`config.mk`:
```
export PLATFORM = sky130hd
export DESIGN_NAME = bcd_serial_subtractor
export DESIGN_NICKNAME = d
export VERILOG_FILES = /design/src/rtl/bcd_pkg.sv /design/src/rtl/bcd_digit_sub.sv /design/src/rtl/bcd_serial_subtractor.sv
export SDC_FILE = /design/constraint.sdc
export NUM_CORES = 1
export LEC_CHECK = 0
export BUFFER_PORTS_ARGS = -buffer_cell sky130_fd_sc_hd__buf_2
export CELL_PAD_IN_SITES_DETAIL_PLACEMENT = 1
export CELL_PAD_IN_SITES_GLOBAL_PLACEMENT = 1
export CORE_ASPECT_RATIO = 0.6
export CORE_MARGIN = 1
export CORE_UTILIZATION = 43
export CTS_CLUSTER_SIZE = 10
export DETAILED_ROUTE_END_ITERATION = 8
export GPL_TIMING_DRIVEN = 0
export PLACE_DENSITY_LB_ADDON = 0.25
export SLEW_MARGIN = 25
export SYNTH_ARGS = -nofsm -noshare
export SYNTH_HDL_FRONTEND = slang
export SYNTH_HIERARCHICAL = 1
export SYNTH_SLANG_ARGS = --single-unit
```
`constraint.sdc`:
```
create_clock -name clk -period 6.8 [get_ports clk]
set_input_delay 0.68 -clock clk [delete_from_list [all_inputs] [get_ports clk]]
set_output_delay 0.68 -clock clk [all_outputs]
set_load 0.1 [all_outputs]
```
`src/rtl/bcd_pkg.sv`:
```
// bcd_pkg: shared definitions for the serial BCD subtractor.
//   state_t : controller states (IDLE, RUN)
//   BCD_W   : width of one packed BCD digit
//   RADIX   : decimal radix used for the borrow correction
package bcd_pkg;

  typedef enum logic {
    IDLE = 1'b0,
    RUN  = 1'b1
  } state_t;

  localparam int BCD_W = 4;
  localparam int RADIX = 10;

endpackage

```
`src/rtl/bcd_digit_sub.sv`:
```
// bcd_digit_sub: combinational single-digit BCD subtractor.
// Computes a - b - bin. If the result is negative, the radix is added back
// and a borrow is raised.
//   a, b    : input digits (4 bits each)
//   bin     : borrow in
//   d       : result digit
//   bout    : borrow out
//   invalid : a or b is above 9 (present only with BCD_SUB_DIGIT_CHECK_EN)
module bcd_digit_sub
  import bcd_pkg::*;
(
  input  logic [BCD_W-1:0] a,
  input  logic [BCD_W-1:0] b,
  input  logic             bin,
  output logic [BCD_W-1:0] d,
  output logic             bout
`ifdef BCD_SUB_DIGIT_CHECK_EN
  ,
  output logic             invalid
`endif
);

  // Two guard bits keep the full range of -16..15 representable.
  localparam logic signed [BCD_W+1:0] RADIX_S = (BCD_W+2)'(RADIX);

  logic signed [BCD_W+1:0] diff_raw;
  logic signed [BCD_W+1:0] diff_adj;

  always_comb begin
    diff_raw = $signed({2'b00, a}) - $signed({2'b00, b})
             - $signed({{(BCD_W+1){1'b0}}, bin});
    if (diff_raw < 0) begin
      diff_adj = diff_raw + RADIX_S;
      bout     = 1'b1;
    end else begin
      diff_adj = diff_raw;
      bout     = 1'b0;
    end
    d = diff_adj[BCD_W-1:0];
  end

`ifdef BCD_SUB_DIGIT_CHECK_EN
  assign invalid = (a > BCD_W'(RADIX-1)) || (b > BCD_W'(RADIX-1));
`endif

endmodule

```
`src/rtl/bcd_serial_subtractor.sv`:
```
// bcd_serial_subtractor: digit-serial packed-BCD subtractor.
// Diff = A - B - Bin modulo 10^DIGITS, with one digit processed per clock,
// least-significant digit first. Results are produced DIGITS cycles after
// the start is accepted. A new start can be accepted on the edge right
// after the done edge.
// Optional feature: define BCD_SUB_DIGIT_CHECK_EN to add the err output,
// which flags operands containing digits above 9.
//   clk   : clock, rising edge
//   rst   : synchronous active-high reset
//   start : request an operation (sampled only while idle)
//   A, B  : packed BCD minuend / subtrahend, digit 0 in bits [3:0]
//   Bin   : borrow in
//   Diff  : packed BCD result (ten's complement when negative)
//   Bout  : borrow out, set when A < B + Bin
//   busy  : operation in progress
//   done  : one-cycle pulse when Diff/Bout are updated
//   err   : invalid-digit flag (only with BCD_SUB_DIGIT_CHECK_EN)
module bcd_serial_subtractor
  import bcd_pkg::*;
#(
  parameter int DIGITS = 2
) (
  input  logic                    clk,
  input  logic                    rst,
  input  logic                    start,
  input  logic [BCD_W*DIGITS-1:0] A,
  input  logic [BCD_W*DIGITS-1:0] B,
  input  logic                    Bin,
  output logic [BCD_W*DIGITS-1:0] Diff,
  output logic                    Bout,
  output logic                    busy,
  output logic                    done
`ifdef BCD_SUB_DIGIT_CHECK_EN
  ,
  output logic                    err
`endif
);

  localparam int W     = BCD_W * DIGITS;
  localparam int IDX_W = (DIGITS > 1) ? $clog2(DIGITS) : 1;
  localparam logic [IDX_W-1:0] LAST_IDX = IDX_W'(DIGITS - 1);

  state_t           state;
  logic [W-1:0]     a_q;
  logic [W-1:0]     b_q;
  logic [W-1:0]     acc_q;
  logic [IDX_W-1:0] idx_q;
  logic             borrow_q;

  logic [BCD_W-1:0] a_dig;
  logic [BCD_W-1:0] b_dig;
  logic [BCD_W-1:0] d_dig;
  logic             bout_dig;
  logic [W-1:0]     acc_next;

`ifdef BCD_SUB_DIGIT_CHECK_EN
  logic             dig_invalid;
  logic             flag_q;
`endif

  // The current digit is selected from the captured operands by the index.
  always_comb begin
    a_dig = a_q[idx_q*BCD_W +: BCD_W];
    b_dig = b_q[idx_q*BCD_W +: BCD_W];
  end

  bcd_digit_sub u_digit (
    .a       (a_dig),
    .b       (b_dig),
    .bin     (borrow_q),
    .d       (d_dig),
    .bout    (bout_dig)
`ifdef BCD_SUB_DIGIT_CHECK_EN
    ,
    .invalid (dig_invalid)
`endif
  );

  // Accumulated result with the digit computed this cycle already inserted,
  // so the last edge can publish the complete result directly.
  always_comb begin
    acc_next = acc_q;
    acc_next[idx_q*BCD_W +: BCD_W] = d_dig;
  end

  always_ff @(posedge clk) begin
    if (rst) begin
      state    <= IDLE;
      a_q      <= '0;
      b_q      <= '0;
      acc_q    <= '0;
      idx_q    <= '0;
      borrow_q <= 1'b0;
      Diff     <= '0;
      Bout     <= 1'b0;
      busy     <= 1'b0;
      done     <= 1'b0;
`ifdef BCD_SUB_DIGIT_CHECK_EN
      flag_q   <= 1'b0;
      err      <= 1'b0;
`endif
    end else begin
      done <= 1'b0;
      case (state)
        IDLE: begin
          if (start) begin
            a_q      <= A;
            b_q      <= B;
            borrow_q <= Bin;
            acc_q    <= '0;
            idx_q    <= '0;
            busy     <= 1'b1;
            state    <= RUN;
`ifdef BCD_SUB_DIGIT_CHECK_EN
            flag_q   <= 1'b0;
`endif
          end
        end
        RUN: begin
          borrow_q <= bout_dig;
          acc_q    <= acc_next;
`ifdef BCD_SUB_DIGIT_CHECK_EN
          flag_q   <= flag_q | dig_invalid;
`endif
          if (idx_q == LAST_IDX) begin
            state <= IDLE;
            busy  <= 1'b0;
            done  <= 1'b1;
`ifdef BCD_SUB_DIGIT_CHECK_EN
            // An invalid digit anywhere in the operands suppresses the result.
            err <= flag_q | dig_invalid;
            if (flag_q | dig_invalid) begin
              Diff <= '0;
              Bout <= 1'b0;
            end else begin
              Diff <= acc_next;
              Bout <= bout_dig;
            end
`else
            Diff <= acc_next;
            Bout <= bout_dig;
`endif
          end else begin
            idx_q <= idx_q + 1'b1;
          end
        end
        default: state <= IDLE;
      endcase
    end
  end

endmodule

```
### Word-level counts from Yosys, hierarchy flattened

Index checks and enable logic that the tools add are counted.
Widths: inputs -> output; s select.

* flip-flop bits (word level): 38
* bits in latches: 0
* memory bits (writable): 0
* bits in read-only memories: 0
* bits of input ports: 20
* output and inout bits: 11
* logic and storage cells: 44
* memories kept: 0

* $add $sub $neg: 5
* multiply operators: 0
* divide/modulo/power cells: 0
* $lt $le $gt $ge: 1
* eq/ne operators: 2
* shift operators: 4
* multiplexer cells: 17
* bitwise gates (word level): 1
* reduce and logical (&&, ||, !) cells: 4

Operators with widths (count)
* $neg 3->34: 1
* $shift 4x34->8 const A: 1
* $shiftx 4x34->8: 1
* $pmux 8 s2: 1
* $shiftx 8x4->4: 2
* $mux 1: 9
* $bwmux 8: 1
* $mux 8: 1
* $pmux 1 s2: 4
* $lt 6x1->1 const B: 1
* $reduce_and 2->1: 3
* $sub 5x2->6: 1
* $sub 4x4->5: 1
* $add 4x4->4 const B: 1
* $mux 4: 1
* $ne 2x1->1 const B: 1
* $ne 2x2->1 const B: 1
* $reduce_or 2->1: 1
* $add 1x1->1 const B: 1
* $not 1->1: 1

### Longest topological paths before layout

* depth after elaboration: 8
* mapped depth: 12
* gate-level depth less buffers: 11

### Cells and area by module

Netlist, hierarchy kept.

Modules (own cells, without submodules)
* bcd_serial_subtractor: instances 1, cells each 158, area an instance 1370.1 um2, seq. area each 680.7 um2
* bcd_digit_sub: instances 1, cells each 32, area an instance 289.0 um2, seq. area each 0.0 um2

### Least setup slack after synthesis

No wires, ideal clock.

* path type: register -> register
* start point: reg idx_q
* end point: reg Diff[7]
* setup time: 70 ps
* arrival time: 2715 ps
* data required time: 6730 ps
* setup slack: 4015 ps
* cell stages (with the launch flop): 12
* buffers on the path: 1
* path through: dfxtp_1 > buf_2 > mux2_2 > ha_1 > fa_1 > xor2_2 > nand3_2 > xor3_1 > or3_1 > nand3_1 > nand2_1 > a21oi_1

* word-level cells in the longest chain between the ends: 7
* elaborated cells on any way between the ends: 12
* classes of those cells: add/sub (4); order compare (1); shift (4); mux (2); reduce/logical (1)

RTL lines
* start: declaration: RTL line bcd_serial_subtractor.sv:47 `logic [IDX_W-1:0] idx_q;`
* start signal: assignment: RTL line bcd_serial_subtractor.sv:144 `idx_q <= idx_q + 1'b1;`
* $shiftx 8x4->4 *: RTL line bcd_serial_subtractor.sv:64 `b_dig = b_q[idx_q*BCD_W +: BCD_W];`
* via b_dig[0]: RTL line bcd_serial_subtractor.sv:51 `logic [BCD_W-1:0] b_dig;`
* $sub 4x4->5 *: RTL line bcd_digit_sub.sv:30 `diff_raw = $signed({2'b00, a}) - $signed({2'b00, b})`
* $sub 5x2->6 *: RTL line bcd_digit_sub.sv:31 `- $signed({{(BCD_W+1){1'b0}}, bin});`
* $lt 6x1->1 or $add 4x4->4 (tied branches): RTL line bcd_digit_sub.sv:32, bcd_digit_sub.sv:33
* $mux 4 *: RTL line bcd_digit_sub.sv:32 `if (diff_raw < 0) begin`
* via d_dig[3]: RTL line bcd_serial_subtractor.sv:52 `logic [BCD_W-1:0] d_dig;`
* $shiftx 4x34->8 *: RTL line bcd_serial_subtractor.sv:83 `acc_next[idx_q*BCD_W +: BCD_W] = d_dig;`
* $bwmux 8 *: RTL line bcd_serial_subtractor.sv:83
* end signal: assignment: RTL line bcd_serial_subtractor.sv:140 `Diff <= acc_next;`
* end: declaration: RTL line bcd_serial_subtractor.sv:29 `output logic [BCD_W*DIGITS-1:0] Diff,`

Mark *: on every way through the listed nets, which the timed path passes. The rest lies on a longest branch.
A chain may end at the register's enable or synchronous reset.

### Worst setup path after layout

Ends and elaborated chain as after synthesis.

==> impl_metrics.ini <==
[outcome]
status = finished, final reports clean

[route]
ant_nets = 0
via_per_inst = 5.03
drc = 0
wl_per_cell_um = 14.6
drt_pre_antenna_iters = 4
drt-initial-drc-count = 39
vias = 1377
wl_um = 4010

[critical_path]
path_max_fanout = 10
critical_path.cell_chain = buf_2, mux2_2, ha_1, fa_1, xor2_2, nand3_2, xor3_1, or3_1, nand3_1, nand2_1, a21oi_1
critPathLaunchType = register
cp.arrival_ps = 3350
path_class = register to register
crit_path_max_incr_delay_ps = 440
path_buf_inv = 1
required_ps = 7020
slowest_stage = fa_1
worst_setup_path_end_kind = register
cp_top_family = adder cells

[layout]
seq_area_um2 = 681
final_common_cell = nand2_1
multi_input_comb_area_um2 = 885
final_cell_mix = 46 x nand2_1, 35 x buf_2, 34 x dfxtp_1
area_delta_synth_final_pct = 18.7
utilization = 0.535
fill_cells = 464
final_area_um2 = 1970
layout.nets = 254
diodes = 0
fin_cells = 274
drive_above_1_share = 0.339

[sta]
setup_slack_ps = 3670
skew_ps = 5.74
maxSlewViolCount = 0
tns_ps = 0
timing.hold.ws_ps = 455
fmax_mhz = 320
slew_headroom = 0.581
post-route-period-util = 0.460
setup_viol = 0
worst_pin_slew_ps = 629
hold_viol = 0
rsz0062_at_grt = false
min_period_ps = 3130

[logic_synthesis]
synth.distinct_cells = 30
synth_ff_type = dfxtp_1
yosysSeqAreaShare = 0.410
synthCells = 190
async_flop_share = 0
ys_seq_elements = 34
yosys_warnings = 6
synth_nets = 218
postSynthAreaPerCell_um2 = 8.73
synth_area_um2 = 1660
synth-edff-count = 0

[floorplan]
die_w_um = 82.2
core_um2 = 3680
dieHeight_um = 50.1
pin_count = 31
start_util = 0.451
dieArea_um2 = 4120
num_rows = 17

[place]
placed_cells = 266
dp_hpwl_um = 3170
place_area_um2 = 1860
gp_congestion = 0.865
dp_slack_ps = 3690
portBuffers = 29

[cts]
root_buffer = clkbuf_8
clk_pin_slew_ps = 70
clock_latency_ps = 290
hold_buffers = 0
clock-sinks = 34
htree_levels = 2
numCtsBuffers = 5
cts_tree = built
cts_resized = 0
clk_path_buf_depth = 2
cts_setup_buffers = 0

[global_route]
grt_max_degree = 11
antenna_found_initial = 0
grt_usage = 0.224
grt_pass1_vias = 1470
gr-total-overflow = 0
grt_first_pass_wirelength_um = 6690

[pwr]
vdd_drop_max_mv = 0.140
pwr-share-clk = 0.338
intPower_mw = 0.376
sw_frac_of_total = 0.300
pwr_density_cell_nw_per_um2 = 273
p_comb_frac = 0.256
power_leakage_nw = 0.830
p_seq_frac = 0.406
switchingPower_mw = 0.161
power_mw = 0.537

[hold_path]
min_path_type = register to register

[job]
maxCapViolations = 0
## worst paths after layout
path,startpoint,end,slack [ps],depth (start not counted)
worst min-delay path,Diff[4]$_SDFFE_PP0P_,Diff[4]$_SDFFE_PP0P_,450,2
worst max-delay path,idx_q$_SDFFE_PP0P_,Diff[7]$_SDFFE_PP0P_,3670,11
worst min register to register,Diff[4]$_SDFFE_PP0P_,Diff[4]$_SDFFE_PP0P_,450,2
worst max register to register,idx_q$_SDFFE_PP0P_,Diff[7]$_SDFFE_PP0P_,3670,11
## metal layers
layer	wire (um)	GRT usage
met2	1820	0.369
met5	0	0
met1	1950	0.283
met4	61	0.0789
met3	172	0.0556
## flip-flops by register name (all words and copies together) (netlist names)
register	cells
Diff	8
a_q	8
b_q	8
acc_q	4
Bout	1
borrow_q	1
busy	1
done	1
idx_q	1
state	1
## power by group through the flow
stage	sequential [mW]	clock, mW	combinational, mW
6_report	0.218	0.181	0.137
3_5_place_dp	0.222	0	0.137
3_3_place_gp	0.221	0	0.128
5_1_grt	0.220	0.194	0.151
2_1_floorplan	0.235	0	0.0916
4_1_cts	0.218	0.185	0.138
## layout make-up
cell class	instances	area share
Timing Repair Buffer	29	0.0737
Inverter	8	0.0152
Buffer	11	0.0324
Clock inverter	1	0.0152
Tap cell	47	0.0299
Multi-Input combinational cell	137	0.449
Clock buffer	7	0.0388
Sequential cell	34	0.346
## cells in the mapped netlist (all sizes together), types with 3 or more instances
master / n / area, um^2
ha: 7 / 87.6
nand2b: 4 / 25.0
inv: 8 / 30.0
a21oi: 32 / 198
nor2b: 3 / 18.8
buf: 9 / 56.3
xnor2: 3 / 26.3
o21ai: 3 / 18.8
dfxtp: 34 / 681
mux2: 9 / 101
nand2: 57 / 241
nand3: 7 / 40.0
## worst min-delay path: stages, from the launching register on
cell,delay (ps)
dfxtp_1,310
nand2_1,50
a21oi_1,50
## kinds of logic (layout without fill, tap and decap cells)
group / count (synthesis) / after routing / share of synthesized area
multiplexers: 10 / 10 / 0.0671
XOR/XNOR: 5 / 5 / 0.0400
AND/OR/NAND/NOR: 77 / 77 / 0.217
AO/OA/AOI/OAI: 37 / 37 / 0.144
flip-flops: 34 / 34 / 0.410
buffers and inverters: 19 / 56 / 0.0566
adder cells (fa/ha/maj): 8 / 8 / 0.0649
(Power assumes the default switching activity.)
